==> src/rtl/uart_pkg.sv <==
// uart_pkg: shared UART receiver state encodings, parity modes and clog2 helper
package uart_pkg;
  localparam logic [2:0] ST_IDLE   = 3'd0;
  localparam logic [2:0] ST_START  = 3'd1;
  localparam logic [2:0] ST_DATA   = 3'd2;
  localparam logic [2:0] ST_PARITY = 3'd3;
  localparam logic [2:0] ST_STOP   = 3'd4;
  localparam int PARITY_NONE = 0;
  localparam int PARITY_EVEN = 1;
  localparam int PARITY_ODD  = 2;
  function automatic int clog2(input int v);
    int r;
    r = 0;
    while ((1 << r) < v) r++;
    return r;
  endfunction
endpackage

==> src/rtl/uart_rx_param_if.sv <==
// uart_rx_param_if: received-frame valid/ready bus with data and error flags
interface uart_rx_param_if #(
  parameter int DATA_BITS = 8
) ();
  logic [DATA_BITS-1:0] rx_data;
  logic                 rx_valid;
  logic                 rx_ready;
  logic                 parity_err;
  logic                 frame_err;
  modport master (output rx_data, rx_valid, parity_err, frame_err, input rx_ready);
  modport slave  (input rx_data, rx_valid, parity_err, frame_err, output rx_ready);
endinterface

==> src/rtl/uart_bit_sampler.sv <==
// uart_bit_sampler: rx synchronizer, bit-period counter and mid-bit sample strobe; UART_RX_MAJORITY_EN selects a 2-of-3 vote
module uart_bit_sampler import uart_pkg::*; #(
  parameter int CLKS_PER_BIT = 10
) (
  input  logic clk,
  input  logic rst,
  input  logic rx,
  input  logic clr,
  output logic rx_s,
  output logic sample_stb,
  output logic sample_bit
);
  localparam int CW  = clog2(CLKS_PER_BIT);
  localparam int MID = CLKS_PER_BIT / 2;
  logic          r_meta, r_sync;
  logic [CW-1:0] r_cnt;
  // two-flop synchronizer, reset high so reset never looks like a start bit
  always_ff @(posedge clk or posedge rst)
    if (rst) {r_meta, r_sync} <= 2'b11;
    else {r_meta, r_sync} <= {rx, r_meta};
  // bit-period counter, held at zero while the receiver is idle
  always_ff @(posedge clk or posedge rst)
    if (rst) r_cnt <= '0;
    else r_cnt <= (clr || r_cnt == CW'(CLKS_PER_BIT - 1)) ? '0 : r_cnt + CW'(1);
  assign rx_s = r_sync;
`ifdef UART_RX_MAJORITY_EN
  logic r_h1, r_h2;
  // rx_s history so the vote at MID+1 sees the MID-1, MID and MID+1 samples
  always_ff @(posedge clk or posedge rst)
    if (rst) {r_h1, r_h2} <= 2'b11;
    else {r_h1, r_h2} <= {r_sync, r_h1};
  assign sample_stb = r_cnt == CW'(MID + 1);
  assign sample_bit = (r_sync & r_h1) | (r_sync & r_h2) | (r_h1 & r_h2);
`else
  assign sample_stb = r_cnt == CW'(MID);
  assign sample_bit = r_sync;
`endif
endmodule

==> src/rtl/uart_rx_param.sv <==
// uart_rx_param: parametrised UART receiver with valid/ready output, error flags and sticky overrun; UART_RX_MAJORITY_EN enables majority sampling
module uart_rx_param import uart_pkg::*; #(
  parameter int CLK_FREQ     = 50000000,
  parameter int BAUD_RATE    = 9600,
  parameter int DATA_BITS    = 8,
  parameter int PARITY_MODE  = PARITY_NONE,
  parameter int STOP_BITS    = 1,
  parameter int CLKS_PER_BIT = CLK_FREQ / BAUD_RATE
) (
  input  logic            clk,
  input  logic            rst,
  input  logic            rx,
  input  logic            overrun_clr,
  uart_rx_param_if.master bus,
  output logic            overrun,
  output logic            busy
);
  logic [2:0]           r_state;
  logic [3:0]           r_idx;
  logic [DATA_BITS-1:0] r_shift, r_data;
  logic                 r_armed, r_perr_f, r_ferr_f;
  logic                 r_valid, r_perr, r_ferr, r_ovr;
  logic                 w_rx_s, w_stb, w_bit, w_commit, w_hs, w_load;
  uart_bit_sampler #(.CLKS_PER_BIT(CLKS_PER_BIT)) u_smp (
    .clk(clk), .rst(rst), .rx(rx), .clr(r_state == ST_IDLE),
    .rx_s(w_rx_s), .sample_stb(w_stb), .sample_bit(w_bit)
  );
  assign w_commit = r_state == ST_STOP && w_stb && r_idx == 4'(STOP_BITS - 1);
  assign w_hs     = r_valid & bus.rx_ready;
  assign w_load   = w_commit & (~r_valid | w_hs);
  // frame FSM; a start needs a high-to-low edge so a held-low break never retriggers
  always_ff @(posedge clk or posedge rst)
    if (rst) begin
      r_state  <= ST_IDLE;
      r_idx    <= '0;
      r_shift  <= '0;
      r_armed  <= 1'b1;
      r_perr_f <= 1'b0;
      r_ferr_f <= 1'b0;
    end else begin
      r_armed <= w_rx_s;
      case (r_state)
        ST_IDLE: if (r_armed && !w_rx_s) r_state <= ST_START;
        ST_START: if (w_stb) begin
          r_state  <= w_bit ? ST_IDLE : ST_DATA;
          r_idx    <= '0;
          r_perr_f <= 1'b0;
          r_ferr_f <= 1'b0;
        end
        ST_DATA: if (w_stb) begin
          r_shift <= {w_bit, r_shift[DATA_BITS-1:1]};
          r_idx   <= (r_idx == 4'(DATA_BITS - 1)) ? '0 : r_idx + 4'd1;
          if (r_idx == 4'(DATA_BITS - 1)) r_state <= (PARITY_MODE != PARITY_NONE) ? ST_PARITY : ST_STOP;
        end
        ST_PARITY: if (w_stb) begin
          r_perr_f <= ^r_shift ^ w_bit ^ (PARITY_MODE == PARITY_ODD);
          r_state  <= ST_STOP;
        end
        ST_STOP: if (w_stb) begin
          r_ferr_f <= r_ferr_f | ~w_bit;
          r_idx    <= r_idx + 4'd1;
          if (w_commit) r_state <= ST_IDLE;
        end
        default: r_state <= ST_IDLE;
      endcase
    end
  // output holding register: load on commit when free, drop and flag overrun when full
  always_ff @(posedge clk or posedge rst)
    if (rst) begin
      r_valid <= 1'b0;
      r_data  <= '0;
      r_perr  <= 1'b0;
      r_ferr  <= 1'b0;
      r_ovr   <= 1'b0;
    end else begin
      r_valid <= w_load | (r_valid & ~w_hs);
      r_data  <= w_load ? r_shift : r_data;
      r_perr  <= w_load ? (PARITY_MODE != PARITY_NONE) & r_perr_f : r_perr & ~w_hs;
      r_ferr  <= w_load ? r_ferr_f | ~w_bit : r_ferr & ~w_hs;
      r_ovr   <= (w_commit & ~w_load) | (r_ovr & ~overrun_clr);
    end
  assign bus.rx_data    = r_data;
  assign bus.rx_valid   = r_valid;
  assign bus.parity_err = r_perr;
  assign bus.frame_err  = r_ferr;
  assign overrun        = r_ovr;
  assign busy           = r_state != ST_IDLE;
endmodule

==> src/flat_wrapper.sv <==
// flat-port wrapper written by rule: the top's interface ports become plain ports
module uart_rx_param_flat import uart_pkg::*;
#(
  parameter int CLK_FREQ     = 50000000,
  parameter int BAUD_RATE    = 9600,
  parameter int DATA_BITS    = 8,
  parameter int PARITY_MODE  = PARITY_NONE,
  parameter int STOP_BITS    = 1,
  parameter int CLKS_PER_BIT = CLK_FREQ / BAUD_RATE
)
  (clk, rst, rx, overrun_clr, overrun, busy, bus_rx_data, bus_rx_valid, bus_parity_err, bus_frame_err, bus_rx_ready);
  uart_rx_param_if #(.DATA_BITS(DATA_BITS)) bus_i ();
  input  logic clk;
  input  logic rst;
  input  logic rx;
  input  logic overrun_clr;
  output logic overrun;
  output logic busy;
  output wire logic [$bits(bus_i.rx_data)-1:0] bus_rx_data;
  output wire logic [$bits(bus_i.rx_valid)-1:0] bus_rx_valid;
  output wire logic [$bits(bus_i.parity_err)-1:0] bus_parity_err;
  output wire logic [$bits(bus_i.frame_err)-1:0] bus_frame_err;
  input wire logic [$bits(bus_i.rx_ready)-1:0] bus_rx_ready;
  assign bus_rx_data = bus_i.rx_data;
  assign bus_rx_valid = bus_i.rx_valid;
  assign bus_parity_err = bus_i.parity_err;
  assign bus_frame_err = bus_i.frame_err;
  assign bus_i.rx_ready = bus_rx_ready;
  uart_rx_param #(.CLK_FREQ(CLK_FREQ), .BAUD_RATE(BAUD_RATE), .DATA_BITS(DATA_BITS), .PARITY_MODE(PARITY_MODE), .STOP_BITS(STOP_BITS), .CLKS_PER_BIT(CLKS_PER_BIT)) u_core (.clk(clk), .rst(rst), .rx(rx), .overrun_clr(overrun_clr), .bus(bus_i), .overrun(overrun), .busy(busy));
endmodule
==> config.mk <==
export PLATFORM = sky130hd
export DESIGN_NAME = uart_rx_param_flat
export DESIGN_NICKNAME = d
export VERILOG_FILES = /design/src/rtl/uart_pkg.sv /design/src/rtl/uart_rx_param_if.sv /design/src/rtl/uart_bit_sampler.sv /design/src/rtl/uart_rx_param.sv /design/src/flat_wrapper.sv
export SDC_FILE = /design/constraint.sdc
export NUM_CORES = 1
export LEC_CHECK = 0
export BUFFER_PORTS_ARGS = -buffer_cell sky130_fd_sc_hd__buf_2
export CAP_MARGIN = 40
export CORE_MARGIN = 2
export CORE_UTILIZATION = 51
export DETAILED_ROUTE_END_ITERATION = 10
export PLACE_DENSITY_LB_ADDON = 0.05
export SETUP_SLACK_MARGIN = 0.2
export SYNTH_ARGS = -nofsm -noshare
export SYNTH_HDL_FRONTEND = slang
export SYNTH_SLANG_ARGS = --single-unit
==> constraint.sdc <==
create_clock -name clk -period 3.45 [get_ports clk]
set_input_delay 0.345 -clock clk [delete_from_list [all_inputs] [get_ports clk]]
set_output_delay 0.345 -clock clk [all_outputs]
set_load 0.02 [all_outputs]
# Word level (Yosys, flattened, before mapping)
# Index checks and enable logic that the tools add are counted.
dict set report op_classes {
  n_mux 20
  n_addsub 2
  bitwise 16
  n_reduce_logical 14
  eq_ne 14
}
# operator count
set op_table {}
lappend op_table {{$mux 3} 7}
lappend op_table {{$mux 4} 4}
lappend op_table {{$pmux 3 s5} 1}
lappend op_table {{$ne 2x1->1 const B} 7}
lappend op_table {{$add 13x1->13 const B} 1}
lappend op_table {{$eq 13x12->1 const B} 1}
lappend op_table {{$eq 13x13->1 const B} 1}
lappend op_table {{$mux 13} 1}
lappend op_table {{$pmux 4 s3} 1}
lappend op_table {{$and 1x1->1} 7}
lappend op_table {{$reduce_and 7->1} 1}
lappend op_table {{$eq 3x2->1 const B} 2}
lappend op_table {{$reduce_bool 3->1} 2}
lappend op_table {{$not 1->1} 5}
lappend op_table {{$add 4x1->4 const B} 1}
lappend op_table {{$eq 4x3->1 const B} 1}
lappend op_table {{$logic_not 4->1} 1}
lappend op_table {{$mux 1} 4}
lappend op_table {{$or 1x1->1} 4}
lappend op_table {{$reduce_and 4->1} 1}
lappend op_table {{$eq 3x1->1 const B} 1}
lappend op_table {{$eq 3x3->1 const B} 1}
lappend op_table {{$logic_and 1x1->1} 3}
lappend op_table {{$logic_not 3->1} 1}
lappend op_table {{7 further kinds} 7}
dict set report word_totals {
  wordCells 79
  reg_bits 44
  in_bits 5
}

# Longest topological paths before layout
dict set report depth {
  word_depth 7
  mapped_depth 7
  depth_no_buf 6
}

# Hierarchy
# A second synthesis with hierarchy kept.
dict set report hier_totals {
  cells_unflattened 200
  hier_area_um2 2228.4
}
# module cells_each area_per_inst_um2 instances seq_area_each_um2
set by_module_without_submodules {}
lappend by_module_without_submodules {uart_rx_param 122 1432.6 1 726.9}
lappend by_module_without_submodules {uart_bit_sampler 78 795.8 1 377.9}

# Worst setup path before layout
# OpenSTA, ideal clock, no wires.
dict set report synth_path {
  path_kind {reg-to-reg}
  startpoint {register u_core.u_smp.r_cnt[0]}
  endpoint {register u_core.r_data[0], in the netlist u_core.bus.rx_data[0]}
  arrival_time_ps 1673
  n_path_buf 0
  setup_ps 125
  synth_period_minus_slack_ps 1797
  path_stages_with_launch 7
  setup_slack_ps 1653
  path_cell_list {dfrtp_1 inv_1 ha_1 and4b_1 nand4_4 nor3b_4 mux2_2}
}
dict set report synth_via {
  elab_chain_len 4
}
# item line_no
set synth_rtl {}
lappend synth_rtl {{start: declaration} uart_bit_sampler.sv:16} ;# logic [CW-1:0] r_cnt;
lappend synth_rtl {{start signal: assignment} uart_bit_sampler.sv:24} ;# else r_cnt <= (clr || r_cnt == CW'(CLKS_PER_BIT - 1)) ? '0 : r_cnt + CW'(1);
lappend synth_rtl {{$eq 13x12->1} uart_bit_sampler.sv:35} ;# assign sample_stb = r_cnt == CW'(MID);
lappend synth_rtl {{$logic_and 1x1->1 (2 in a row)} uart_rx_param.sv:28} ;# assign w_commit = r_state == ST_STOP && w_stb && r_idx == 4'(STOP_BITS - 1);
lappend synth_rtl {{$and 1x1->1} uart_rx_param.sv:30} ;# assign w_load = w_commit & (~r_valid | w_hs);
lappend synth_rtl {{end signal: assignment} uart_rx_param.sv:77} ;# r_data <= w_load ? r_shift : r_data;
lappend synth_rtl {{end: declaration} uart_rx_param.sv:20} ;# logic [DATA_BITS-1:0] r_shift, r_data;
# Every way passes these cells.
# A chain may end at the register's enable or synchronous reset.

# Worst setup path in the final report
dict set report layout_path {
  startpoint {register u_core.u_smp.r_cnt[2]}
  endpoint {register u_core.r_data[2], in the netlist u_core.bus.rx_data[2]}
}
# The elaborated chain is that of the path after synthesis.

==> metrics.txt <==
CTS Sinks 44; crit path from u_core.u_smp.r_cnt[2]; Yosys warnings 0; Hold Crit Start rx; number of DRC markers after the initial detailed-route iteration 66; reg2reg end u_core.bus.rx_data[2]; drt total wl around 3600 µm; total grt overflow 0; filler cell count about 340; CTS H-Tree Depth 2; flops & latches, synth 44; maximum clock rate 465 MHz; crit share post-route just over 60%; Stages on worst setup path 4; CP max stage cell nor3b_4; Die H about 67 µm; CP required ~3.6 ns; Top FF cell, synth dfrtp_1; via count about 1400; Fin. Hold Viols 0; Worst Setup Slack, final around 1.3 ns; Die Wd between 60 and 70 µm; DIE AREA 4550 µm²; Max Root-Sink Buffers 2; Worst Skew between 0.002 and 0.0025 ns; ys async rst share 100%; largest net degree at the start of global routing 45; cts bufs inserted 5; initial antenna violation count 0; Critical path buffers and inverters 0; Lkg Pwr 0.00109 µW; Routability Congestion approximately 0.81; Worst setup SP type register; fin. max-slew vios 0; Synth Instances around 180; RSZ-0062 raised after global routing no; number of synthesized flops with an enable pin 0; commonest non-fill, non-tap cell in the layout dfrtp_1; Net Count, Synth 188; worst vdd rail ir drop around 0.00032 V; Initial DRT Pass Iterations 4; most frequent cells in the layout dfrtp_1 (41), nor2_1 (18), buf_2 (17); Yosys cell types between 40 and 50; Hold Buf Count CTS 0; sequential area share after synthesis a little over half; clk root buf clkbuf_8; R2R Path Start u_core.u_smp.r_cnt[2]; Layout area overhead 11.0%; final net count 205; Worst R2R Path Depth 4; hpwl dp between 2000 and 2500 µm; worst skew pair latency approximately 0.29 ns; CP arrival between 2 and 2.5 ns; Slew Limit Headroom slightly above 40%; power density over the cells 482 nW/µm²; dpl ws about 1.3 ns; CTS resizes 0; vias in the first global route between 1000 and 1500; per-cell routed wire length between 10 and 15 µm; Worst Path Max Fanout 15; Top delay family on crit path simple AND/OR/NAND/NOR gates; r2r setup slk 1.30 ns; vias per cell 5.51; setup tns final 0 ns; DRC errors left 0; clock slew at reported path FFs approximately 0.080 ns; crit path time final 2.15 ns; endpoint class of the critical path register; Post-Syn Area per Cell roughly 11 µm²; postcts setup bufs 0; Least-Margin Pin Slew slightly below 0.9 ns; sequential cell area about 1100 µm²; crit path cell chain and3_1, nand4_4, nor3b_4, mux2_2; status completed; std cell rows 23; CTS tree built; layout cell share with drive strength beyond 1 between 20% and 30%; Final ANT Viol Nets 0; Critical Path End u_core.bus.rx_data[2]; PortBufs 17; Post-Syn Area 2050 µm²; worst hold path class in2reg; final core utilization 57.8%; CP max stage delay approximately 0.5 ns; # diodes 0; Ports 18; area of the multi-input gates 876 µm²; total core area 3940 µm²; setup violators final 0; Starting Density between 50% and 60%; MaxCap Viol Count 0; WS Path Type reg2reg; global-route wire length before repair roughly 5900 µm; GRT Util Overall 17.5%
## per-stage QoR
stage | hold slack (ns) | power (µW) | cell area [µm²] | instances
floorplan | 0.345 | 692 | 2050 | 179
global placement | 0.347 | 718 | 2170 | 239
detailed placement | 0.347 | 727 | 2170 | 239
CTS | 0.133 | 1110 | 2280 | 247
global route | 0.129 | 1160 | 2280 | 247
finish | 0.145 | 1100 | 2280 | 247
## kinds of logic after synthesis
group           share of synthesized area [%]
compound gates                           7.87
xor+xnor                                 5.12
fa+ha+maj                                2.44
buf+inv                                  3.48
flops                                    53.8
mux                                      8.78
simple gates                             18.5
## how the worst min path moves through the flow
stage	end	depth (start not counted)
detailed placement	u_core.u_smp.rx_s	0
finish	u_core.u_smp.r_meta	1
CTS	u_core.u_smp.r_meta	1
floorplan	u_core.u_smp.rx_s	0
global placement	u_core.u_smp.rx_s	0
global route	u_core.u_smp.r_meta	1
## Yosys cell counts, types with 2 or more instances
library cell / count / area, µm²
dfrtp_1: 41 / 1030
nor2_1: 18 / 67.6
mux2_2: 16 / 180
xor2_1: 11 / 96.3
inv_1: 9 / 33.8
o21ai_0: 9 / 45.0
nand2_1: 8 / 30.0
nand4_1: 7 / 43.8
nand3_1: 5 / 25.0
clkbuf_1: 4 / 15.0
ha_1: 4 / 50.1
and3_1: 3 / 18.8
buf_2: 3 / 15.0
dfstp_2: 3 / 78.8
o2bb2ai_1: 3 / 26.3
a21oi_1: 2 / 10.0
and2_1: 2 / 12.5
and4_1: 2 / 17.5
and4b_1: 2 / 20.0
nand3b_1: 2 / 15.0
nor3b_1: 2 / 15.0
or3_1: 2 / 12.5
## state kept, by name, summed over array words and instances, names as in the netlist
name / cells
u_core.bus.frame_err: 1
u_core.bus.rx_valid: 1
u_core.r_state: 3
u_core.overrun: 1
u_core.r_idx: 4
u_core.bus.rx_data: 8
u_core.bus.parity_err: 1
u_core.r_shift: 8
u_core.u_smp.rx_s: 1
u_core.r_ferr_f: 1
u_core.u_smp.r_meta: 1
u_core.r_armed: 1
u_core.u_smp.r_cnt: 13
## area by class of cell
cell class	instances	area share [%]
inverter	9	1.48
timing repair buffer	18	4.07
clock buffer	6	3.19
sequential	44	48.5
multi-input combinational	118	38.5
tap	50	2.75
clock inverter	2	1.54
## metal layers
layer | vias up | part of all wire [%] | global-route usage [%]
met5 | - | 0 | 0
met4 | 0 | 0.92 | 6.89
met3 | 4 | 2.4 | 4.50
met2 | 13 | 50 | 27.8
met1 | 680 | 47 | 23.0
li1 | 664 | - | -
## where the power goes
part | switching [µW] | total, µW | internal (µW)
combinational | 77.7 | 127 | 48.9
clock | 168 | 383 | 215
sequential | 40.5 | 588 | 548
No activity file was read; power rests on OpenSTA's default activity.
